===== src/rtl/pc_16b_branch_pkg.sv =====
`default_nettype none
// ============================================================================
//  Module      : pc_16b_branch_pkg
//  Description : Shared types and constants for the 6502 program counter
//                (FSM state encoding, branch fixup direction, reset vector).
//  Revision    : 1.0 - initial release
// ============================================================================
package pc_16b_branch_pkg;

    // Sequencer states: IDLE accepts commands, FIXUP corrects PCH after a
    // branch that crossed a page boundary.
    typedef enum logic [0:0] {
        PC_ST_IDLE  = 1'b0,
        PC_ST_FIXUP = 1'b1
    } pc_state_t;

    // Direction of the pending PCH correction.
    typedef enum logic [0:0] {
        PC_DIR_UP   = 1'b0,
        PC_DIR_DOWN = 1'b1
    } pc_dir_t;

    // Low byte address of the 6502 reset vector.
    localparam logic [15:0] c_PC_RESET_VEC = 16'hFFFC;

endpackage : pc_16b_branch_pkg
`default_nettype wire


===== src/rtl/pc_16b_branch_adder_8b_carry.sv =====
`default_nettype none
// ============================================================================
//  Module      : adder_8b_carry
//  Description : 8-bit ripple adder with carry-in and carry-out. Used for the
//                PCL branch add and for the +1/-1 PCH page fixup.
//  Revision    : 1.0 - initial release
// ============================================================================
module adder_8b_carry (
    input  logic [7:0] i_a,
    input  logic [7:0] i_b,
    input  logic       i_cin,
    output logic [7:0] o_sum,
    output logic       o_cout
);

    // Nine-bit sum so the carry out of bit 7 is captured explicitly.
    always_comb begin
        {o_cout, o_sum} = {1'b0, i_a} + {1'b0, i_b} + {8'd0, i_cin};
    end

endmodule : adder_8b_carry
`default_nettype wire


===== src/rtl/pc_16b_branch.sv =====
`default_nettype none
// ============================================================================
//  Module      : pc_16b_branch
//  Description : 16-bit 6502 program counter with reset vector, increment,
//                byte loads and signed relative branch. A branch that crosses
//                a page takes one extra FIXUP cycle to correct PCH, exposing
//                the intermediate {old PCH, new PCL} address as real hardware.
//  Revision    : 1.0 - initial release
// ============================================================================
module pc_16b_branch
    import pc_16b_branch_pkg::*;
#(
    parameter logic [15:0] PC_RESET = c_PC_RESET_VEC
) (
    input  logic        clk,
    input  logic        rst,
    input  logic        inc,
    input  logic        load_lo,
    input  logic        load_hi,
    input  logic        branch,
    input  logic [7:0]  data_in,
    output logic [15:0] pc,
    output logic        busy,
    output logic        page_cross
);

    pc_state_t   r_state;
    pc_dir_t     r_dir;
    logic [15:0] r_pc;

    logic        w_fixup;
    logic [7:0]  w_add_a;
    logic [7:0]  w_add_b;
    logic [7:0]  w_add_sum;
    logic        w_add_cout;
    logic        w_cross;

    // One adder is shared: PCL + offset while idle, PCH +/- 1 during FIXUP.
    // Subtracting one is done by adding 8'hFF and discarding the carry.
    always_comb begin
        w_fixup = (r_state == PC_ST_FIXUP);
        w_add_a = w_fixup ? r_pc[15:8] : r_pc[7:0];
        if (w_fixup) begin
            w_add_b = (r_dir == PC_DIR_DOWN) ? 8'hFF : 8'h01;
        end else begin
            w_add_b = data_in;
        end
    end

    adder_8b_carry u_adder (
        .i_a    (w_add_a),
        .i_b    (w_add_b),
        .i_cin  (1'b0),
        .o_sum  (w_add_sum),
        .o_cout (w_add_cout)
    );

    // A positive offset crosses on carry out; a negative offset (sign-extended
    // to 0xFF in the high byte) crosses when there is no carry out.
    always_comb begin
        w_cross = data_in[7] ? ~w_add_cout : w_add_cout;
    end

    // PC register and sequencer: loads beat branch, branch beats increment;
    // FIXUP ignores every input other than rst.
    always_ff @(posedge clk) begin
        if (rst) begin
            r_pc    <= PC_RESET;
            r_state <= PC_ST_IDLE;
            r_dir   <= PC_DIR_UP;
        end else begin
            case (r_state)
                PC_ST_IDLE: begin
                    if (load_lo || load_hi) begin
                        if (load_lo) r_pc[7:0]  <= data_in;
                        if (load_hi) r_pc[15:8] <= data_in;
                    end else if (branch) begin
                        r_pc[7:0] <= w_add_sum;
                        if (w_cross) begin
                            r_state <= PC_ST_FIXUP;
                            r_dir   <= data_in[7] ? PC_DIR_DOWN : PC_DIR_UP;
                        end
                    end else if (inc) begin
                        r_pc <= r_pc + 16'd1;
                    end
                end
                PC_ST_FIXUP: begin
                    r_pc[15:8] <= w_add_sum;
                    r_state    <= PC_ST_IDLE;
                end
                default: begin
                    r_state <= PC_ST_IDLE;
                end
            endcase
        end
    end

    // Outputs come straight from flops; busy and page_cross are Moore outputs.
    always_comb begin
        pc         = r_pc;
        busy       = (r_state == PC_ST_FIXUP);
        page_cross = (r_state == PC_ST_FIXUP);
    end

endmodule : pc_16b_branch
`default_nettype wire


===== config.mk =====
export PLATFORM = sky130hd
export DESIGN_NAME = pc_16b_branch
export DESIGN_NICKNAME = d
export VERILOG_FILES = /design/src/rtl/pc_16b_branch_pkg.sv /design/src/rtl/pc_16b_branch_adder_8b_carry.sv /design/src/rtl/pc_16b_branch.sv
export SDC_FILE = /design/constraint.sdc
export NUM_CORES = 1
export LEC_CHECK = 0
export CAP_MARGIN = 25
export CORE_MARGIN = 4
export CORE_UTILIZATION = 43
export CTS_BUF_LIST = sky130_fd_sc_hd__clkbuf_8
export CTS_CLUSTER_SIZE = 40
export DETAILED_ROUTE_END_ITERATION = 8
export PLACE_DENSITY_LB_ADDON = 0.12
export SLEW_MARGIN = 10
export SYNTH_ARGS = -nofsm -noshare
export SYNTH_HDL_FRONTEND = slang
export SYNTH_SLANG_ARGS = --single-unit

===== constraint.sdc =====
create_clock -name clk -period 3.4 [get_ports clk]
set_clock_uncertainty 0.15 [all_clocks]
set_input_delay 0.68 -clock clk [delete_from_list [all_inputs] [get_ports clk]]
set_output_delay 0.68 -clock clk [all_outputs]
set_load 0.03 [all_outputs]

After elaboration in Yosys (flattened, before gate mapping)
Cells that the tools add are included.

Register bits: 18. Bits of input ports: 14. Output and inout bits: 18. Logic and storage cells: 34.

Add/subtract/negate cells: 2. Equal/unequal tests: 4. Mux-type cells: 16. Bitwise logic cells: 3. Reductions and logical operators: 5.

Operator list (number): 2-to-1 mux 8 bit (7); 2-to-1 mux 16 bit (2); adder 16 x 1 -> 16 bit, second input constant (1); case mux 8 bit (2 select lines) (1); adder 8 x 8 -> 9 bit (1); inequality test 3 bit, second input constant (3); AND reduction 3 bit (2); 2-to-1 mux 1 bit (5); AND reduction 4 bit (1); NOT 1 bit (3); nonzero test 3 bit (1); inequality test 2 bit, second input constant (1); case mux 1 bit (2 select lines) (1); logical OR 1 bit (1).

Longest topological paths before layout
Gate-level depths: netlist (run 1).

Word-level depth: 9. Gate-level depth with buffers: 11. Gate-level depth less buffers: 9.

By module
Synthesis (run 1) repeated with hierarchy kept, for this count alone.

Cells, all modules: 249. Area total of the unflattened synthesis: 1886.8 um^2.

By module, submodules not included: pc_16b_branch (instances 1, cells each 212, area an instance 1561.5 um^2, sequential area each 360.3 um^2); adder_8b_carry (instances 1, cells each 37, area an instance 325.3 um^2, sequential area each 0.0 um^2).

Worst setup path before layout (run 1)
Ideal clock, no wire load.

Path kind: reg2reg. From: register r_state, in the netlist busy. To: register r_pc[14], in the netlist pc[14]. Library setup time: 0.057 ns. Arrival: 2.833 ns. Required time: 3.193 ns. Slack: 0.360 ns. Cell stages (with the launch flop): 12. Path buffers: 2. Period minus slack after synthesis: 3.040 ns. Cells stage by stage: dfxtp_1 > clkbuf_1 > buf_2 > mux2_2 > ha_1 > inv_1 > fa_1 > nor2b_1 > o211ai_1 > or3b_2 > a31oi_1 > or3b_1.

Cells in the longest elaborated chain, start to end: 3. Elaborated cells between the ends (all ways): 9. Classes of those cells: add/sub: 1; eq/ne: 3; mux: 3; bitwise: 1; reduce/logical: 1.

RTL lines: start: declaration (RTL line pc_16b_branch.sv:27) `pc_state_t r_state;`; start signal: assignment (RTL line pc_16b_branch.sv:69) `r_state <= PC_ST_IDLE;`; start signal: assignment (RTL line pc_16b_branch.sv:80) `r_state <= PC_ST_FIXUP;`; start signal: assignment (RTL line pc_16b_branch.sv:89) `r_state <= PC_ST_IDLE;`; 2-to-1 mux 8 bit, or another cell as far along (RTL line pc_16b_branch.sv:42) `w_add_a = w_fixup ? r_pc[15:8] : r_pc[7:0];`; adder 8 x 8 -> 9 bit / inequality test 3 bit (equally long branches); case mux 8 bit (2 select lines) / AND reduction 3 bit (equally long branches); end signal: assignment (RTL line pc_16b_branch.sv:76) `if (load_hi) r_pc[15:8] <= data_in;`; end signal: assignment (RTL line pc_16b_branch.sv:84) `r_pc <= r_pc + 16'd1;`; end signal: assignment (RTL line pc_16b_branch.sv:88) `r_pc[15:8] <= w_add_sum;`; end: declaration (RTL line pc_16b_branch.sv:29) `logic [15:0] r_pc;`.

Parallel ways exist; a longest one is shown, timed or not. A chain may end at the register's enable or synchronous reset.

Worst setup path in the final report (run 1)
Ends and elaborated chain as after synthesis.

==> flow_metrics.tcl, run 1 <==
set metrics [dict create \
    outcome "complete, no violations" \
    dr_total_vias 2019 \
    clockRootBuffer "clkbuf_8" \
    nets 309 \
    cts_tree "built" \
    dp_cells 330 \
    num_antenna_cells 0 \
    io_pins 32 \
    final_cells 333 \
    drt_iter0_drc 263 \
    yosysSeqAreaShare_pct 19.61 \
    hpwlAfterDp_um 4470 \
    synth_compound_area_share_pct 31.25 \
    drive_gt1_share_pct 10.25 \
    post_cts_buffers 0 \
    cp-end-kind "register" \
    initial_core_util_pct 45.30 \
    synth_simple_gate_area_share_pct 22.74 \
    start_kind "register" \
    cts_buffer_depth 2 \
    cts_resized 0 \
    worstPathMaxFanout 15 \
    io_buffers 31 \
    cts.sinks 18 \
    crit_arrival_ns 3.05 \
    grt_use_total_pct 22.29 \
    synthFlopType "dfxtp_1" \
    yosysWarnings 0 \
    n_fill_cell 397 \
    synth_edf_count 0 \
    yosysMostFrequentCell "o21ai_0" \
    yosys.cell_types.count 51 \
    hold_viol_final 0 \
    grt-ovfl-total 0 \
    die-area_um2 5385 \
    syn_avg_cell_area_um2 7.294 \
    p_leak_nw 0.9026 \
    async_reset_ff_share_pct 0 \
    holdCritPathClass "reg -> reg" \
    cap_violations 0 \
    syn-num-nets 276 \
    place_congestion 0.9437 \
    cts_buffers 3 \
    clk_pin_slew_ns 0.08 \
    fin_crit_ns 2.984 \
    rows 23 \
    synth_xor_area_share_pct 6.195 \
    fp.dieH_um 73.38 \
    max_freq_mhz 335.1 \
    synthMuxAreaShare_pct 5.854 \
    criticalPathCategory "reg -> reg" \
    report.final.slew_viol_count 0 \
    insertion_delay_ns 0.26 \
    pre_cts_slack_ns 0.1625 \
    max_slew_margin_pct 64.86 \
    via_per_inst 6.063 \
    ys_top_cells_by_count "26 x o21ai_0, 22 x nor2_1, 18 x dfxtp_1, 18 x nand2_1, 15 x inv_1" \
    grt_pass1_vias 1779 \
    max_slew.worst_pin.slew_ns 0.5215 \
    tns_ns 0 \
    drt_wl_total_um 5830 \
    synth_top_area_cell "dfxtp_1" \
    grt_max_degree 18 \
    yosys.area_share.adder_pct 7.216 \
    htreeDepth 1 \
    syn_inst 252 \
    drc_errors 0 \
    rsz0062_at_grt "false" \
    grt_pass1_wl_um 9204 \
    antenna_found_initial 0 \
    synth_area_um2 1838 \
    coreArea_um2 4058 \
    synth_top_area_share_pct 19.61 \
    ys_seq_elements 18 \
    die_w_um 73.38 \
    ir_drop_mv 0.1888 \
    finalSetupViolCount 0 \
    powerDensity_nw_per_um2 356.1 \
    wl_per_cell_um 17.51 \
    required_ns 3.47 \
    final.period_utilization_pct 87.77 \
    drtPass1Iterations 5 \
    worst_slack_ns 0.4157 \
    synth_top_family_by_area "compound AO/OA/AOI/OAI gates" \
    area_growth_pct 23.55 \
    synth_area_leaders "dfxtp_1 20%, o21ai_0 7.1%, ha_1 6.1%, nor2_1 4.5%, xor2_1 4.3%" \
    postRouteAntennaNets 0 \
    hold_buffers 0 \
]
[worst paths after layout]
path            end  startpoint  cells after the start  slack, ns
max          pc[14]        busy                      9       0.42
min           r_dir       r_dir                      2       0.38
max reg2reg  pc[14]        busy                      9       0.42
min reg2reg   r_dir       r_dir                      2       0.38
[power by group]
group	switching, mW	internal [mW]	leakage (nW)
Clock	0.0847	0.0792	0.0216
Sequential	0.0360	0.230	0.149
Combinational	0.214	0.165	0.732
[area by class of cell]
| class | instances | area (um^2) | area share (%) |
|---|---|---|---|
| multi-input cells | 203 | 1346 | 59.28 |
| repair buffers | 43 | 400.4 | 17.63 |
| flip-flops and latches | 18 | 360.3 | 15.87 |
| well taps | 50 | 62.56 | 2.755 |
| inverters | 16 | 60.06 | 2.645 |
| clock buffers | 3 | 41.29 | 1.818 |
[kinds of logic after synthesis]
group	count (synthesis)
buf+inv	31
compound gates	87
simple gates	83
fa+ha+maj	10
flops	18
mux	10
xor+xnor	13
[layer usage]
metal  global-route usage, %  routed length (um)  up-vias
li1                        -                   -      995
met1                   33.74                2890      942
met2                   31.58                2515       73
met3                   2.736                 290        9
met4                   8.652                 133        0
met5                       0                   0        -
[placed cells by master (no fill, tap or decap), types with 2 or more instances in the layout]
cell	instances
nand2_1	18
a211oi_1	9
mux2_2	6
nor3_1	9
a21oi_1	14
o21a_1	2
a21o_1	3
clkbuf_8	3
or2_2	3
nand2b_1	2
buf_4	12
o211ai_1	7
xnor2_1	4
a32oi_1	5
dfxtp_1	18
clkdlybuf4s50_1	31
nand4_1	3
nand3b_1	2
mux2i_1	4
nand3_1	7
inv_1	15
ha_1	9
nor4_1	6
o21ai_0	26
a221oi_1	2
xor2_1	9
nor2_1	22
nor2b_1	3
o31a_1	2
o21bai_1	3
or3b_1	2
a31oi_1	5
[state kept, by name (all words and copies together) (netlist names)]
signal	flops
r_dir	1
pc	16
busy	1
[through the flow]
| step | hold WS [ns] | util, % | area [um^2] | power (mW) |
|---|---|---|---|---|
| after floorplan | 0.3265 | - | 1838 | 0.5151 |
| after global placement | 0.3651 | 54.95 | 2230 | 0.6444 |
| after detailed placement | 0.3633 | 54.95 | 2230 | 0.6456 |
| after CTS | 0.3772 | 55.97 | 2271 | 0.8057 |
| after global routing | 0.4025 | 55.97 | 2271 | 0.8581 |
| final | 0.3781 | 55.97 | 2271 | 0.8088 |
[critical path, cell delays in order, from the launching register on]
cell      delay, ns
dfxtp_1        0.66
nand2_1        0.24
a21boi_0       0.20
buf_4          0.16
fa_1           0.44
nor2b_1        0.17
o211ai_1       0.17
or3b_2         0.48
a31oi_1        0.16
or3b_1         0.11
No activity file was read; power rests on OpenSTA's default activity.
==> inputs of run 2 (changes only) <==
ABC_AREA = 0   (was default)
PLACE_DENSITY = 0.7   (was default)
PLACE_DENSITY_LB_ADDON = default   (was 0.12)
==> flow_metrics.tcl, run 2 (synthesized netlist as in run 1, its figures left out) <==
set metrics [dict create \
    ir_drop_mv 0.1609 \
    hpwlAfterDp_um 4366 \
    holdCritPathClass "reg -> reg" \
    die-area_um2 5385 \
    area_growth_pct 23.49 \
    nets 307 \
    die_w_um 73.38 \
    post_cts_buffers 0 \
    hold_viol_final 0 \
    max_slew.worst_pin.slew_ns 0.5085 \
    dr_total_vias 2064 \
    hold_buffers 0 \
    drive_gt1_share_pct 9.929 \
    utilization_pct 55.94 \
    cts.sinks 18 \
    rows 23 \
    grt-ovfl-total 0 \
    cp-end-kind "register" \
    report.final.slew_viol_count 0 \
    required_ns 3.40 \
    final.period_utilization_pct 87.80 \
    drt_wl_total_um 5728 \
    p_leak_nw 0.9002 \
    drc_errors 0 \
    io_pins 32 \
    cts_resized 0 \
    wl_per_cell_um 17.25 \
    grt_pass1_vias 1794 \
    coreArea_um2 4058 \
    grt_pass1_wl_um 9128 \
    num_antenna_cells 0 \
    worstPathCellList "buf_4, mux2_2, ha_1, nor2b_1, o211ai_1, or3b_2, a31oi_1, or3b_1" \
    rsz0062_at_grt "false" \
    largest_reg_flops 16 \
    fin_crit_ns 2.985 \
    worstPathMaxFanout 14 \
    clockRootBuffer "clkbuf_8" \
    final_cell_mix "31 x clkdlybuf4s50_1, 26 x o21ai_0, 22 x nor2_1" \
    criticalPathCategory "reg -> reg" \
    cts_tree "built" \
    cts_buffers 3 \
    place_congestion 0.9105 \
    dp_cells 328 \
    io_buffers 31 \
    pre_cts_slack_ns 0.1658 \
    clk_pin_slew_ns 0.08 \
    power_uw 829.5 \
    antenna_found_initial 0 \
    cp_slowest_cell "dfxtp_1" \
    n_fill_cell 402 \
    postRouteAntennaNets 0 \
    start_kind "register" \
    max_stage_delay_ns 0.64 \
    powerDensity_nw_per_um2 365.5 \
    insertion_delay_ns 0.26 \
    final_cells 332 \
    worst_slack_ns 0.4148 \
    cts_buffer_depth 2 \
    drt_iter0_drc 236 \
    initial_core_util_pct 45.30 \
    finalSetupViolCount 0 \
    drtPass1Iterations 5 \
    fp.dieH_um 73.38 \
    final_common_cell "clkdlybuf4s50_1" \
    max_freq_mhz 335.0 \
    max_slew_margin_pct 66.05 \
    outcome "complete, no violations" \
    crit_arrival_ns 2.99 \
    htreeDepth 1 \
    via_per_inst 6.217 \
    tns_ns 0 \
    grt_use_total_pct 21.84 \
    grt_max_degree 18 \
    cap_violations 0 \
]
-- run 2: cell types whose count changed in the layout (fill, tap and decap cells not counted) --
cell and change:
buf_4 -2, clkbuf_8 +1
-- run 2: report_power, final --
group | total [mW] | switching (mW) | internal, mW | leakage [nW]
combinational | 0.375 | 0.215 | 0.160 | 0.722
sequential | 0.266 | 0.0358 | 0.230 | 0.149
clock | 0.189 | 0.0852 | 0.103 | 0.0288
total | 0.829 | 0.336 | 0.494 | 0.900
-- run 2: final timing paths --
kind         startpoint     end  slack [ns]  cells past startpoint
min reg2reg       r_dir   r_dir        0.38                      2
max reg2reg        busy  pc[14]        0.41                      8
min               r_dir   r_dir        0.38                      2
max                busy  pc[14]        0.41                      8
-- run 2: layout make-up --
type                            instances  area (um^2)  area share (%)
Clock buffer                            4        55.05           2.426
Inverter                               16        60.06           2.646
Multi-Input combinational cell        203         1346           59.32
Sequential cell                        18        360.3           15.88
Tap cell                               50        62.56           2.756
Timing Repair Buffer                   41        385.4           16.98
-- run 2: worst max-delay path: cells and delay by family, from the launching register on --
family	cells	cell delay, ns
AOI/OAI and AO/OA	2	0.39
adders and majority gates	1	0.33
buffers and inverters	1	0.29
DFF	1	0.64
muxes	1	0.37
and+or+nand+nor	3	0.69
-- run 2: metal layers --
metal	part of all wire (%)	vias up	global-route usage (%)
li1	-	994	-
met1	45	955	31.14
met2	45	102	32.57
met3	6.8	13	2.599
met4	2.9	0	10.06
met5	0	-	0
-- run 2: stage by stage --
step / cell area [um^2] / hold WS (ns)
finish: 2270 / 0.3850
global route: 2270 / 0.4180
detailed placement: 2215 / 0.3665
CTS: 2270 / 0.3830
global placement: 2215 / 0.3672
floorplan: 1838 / 0.3265
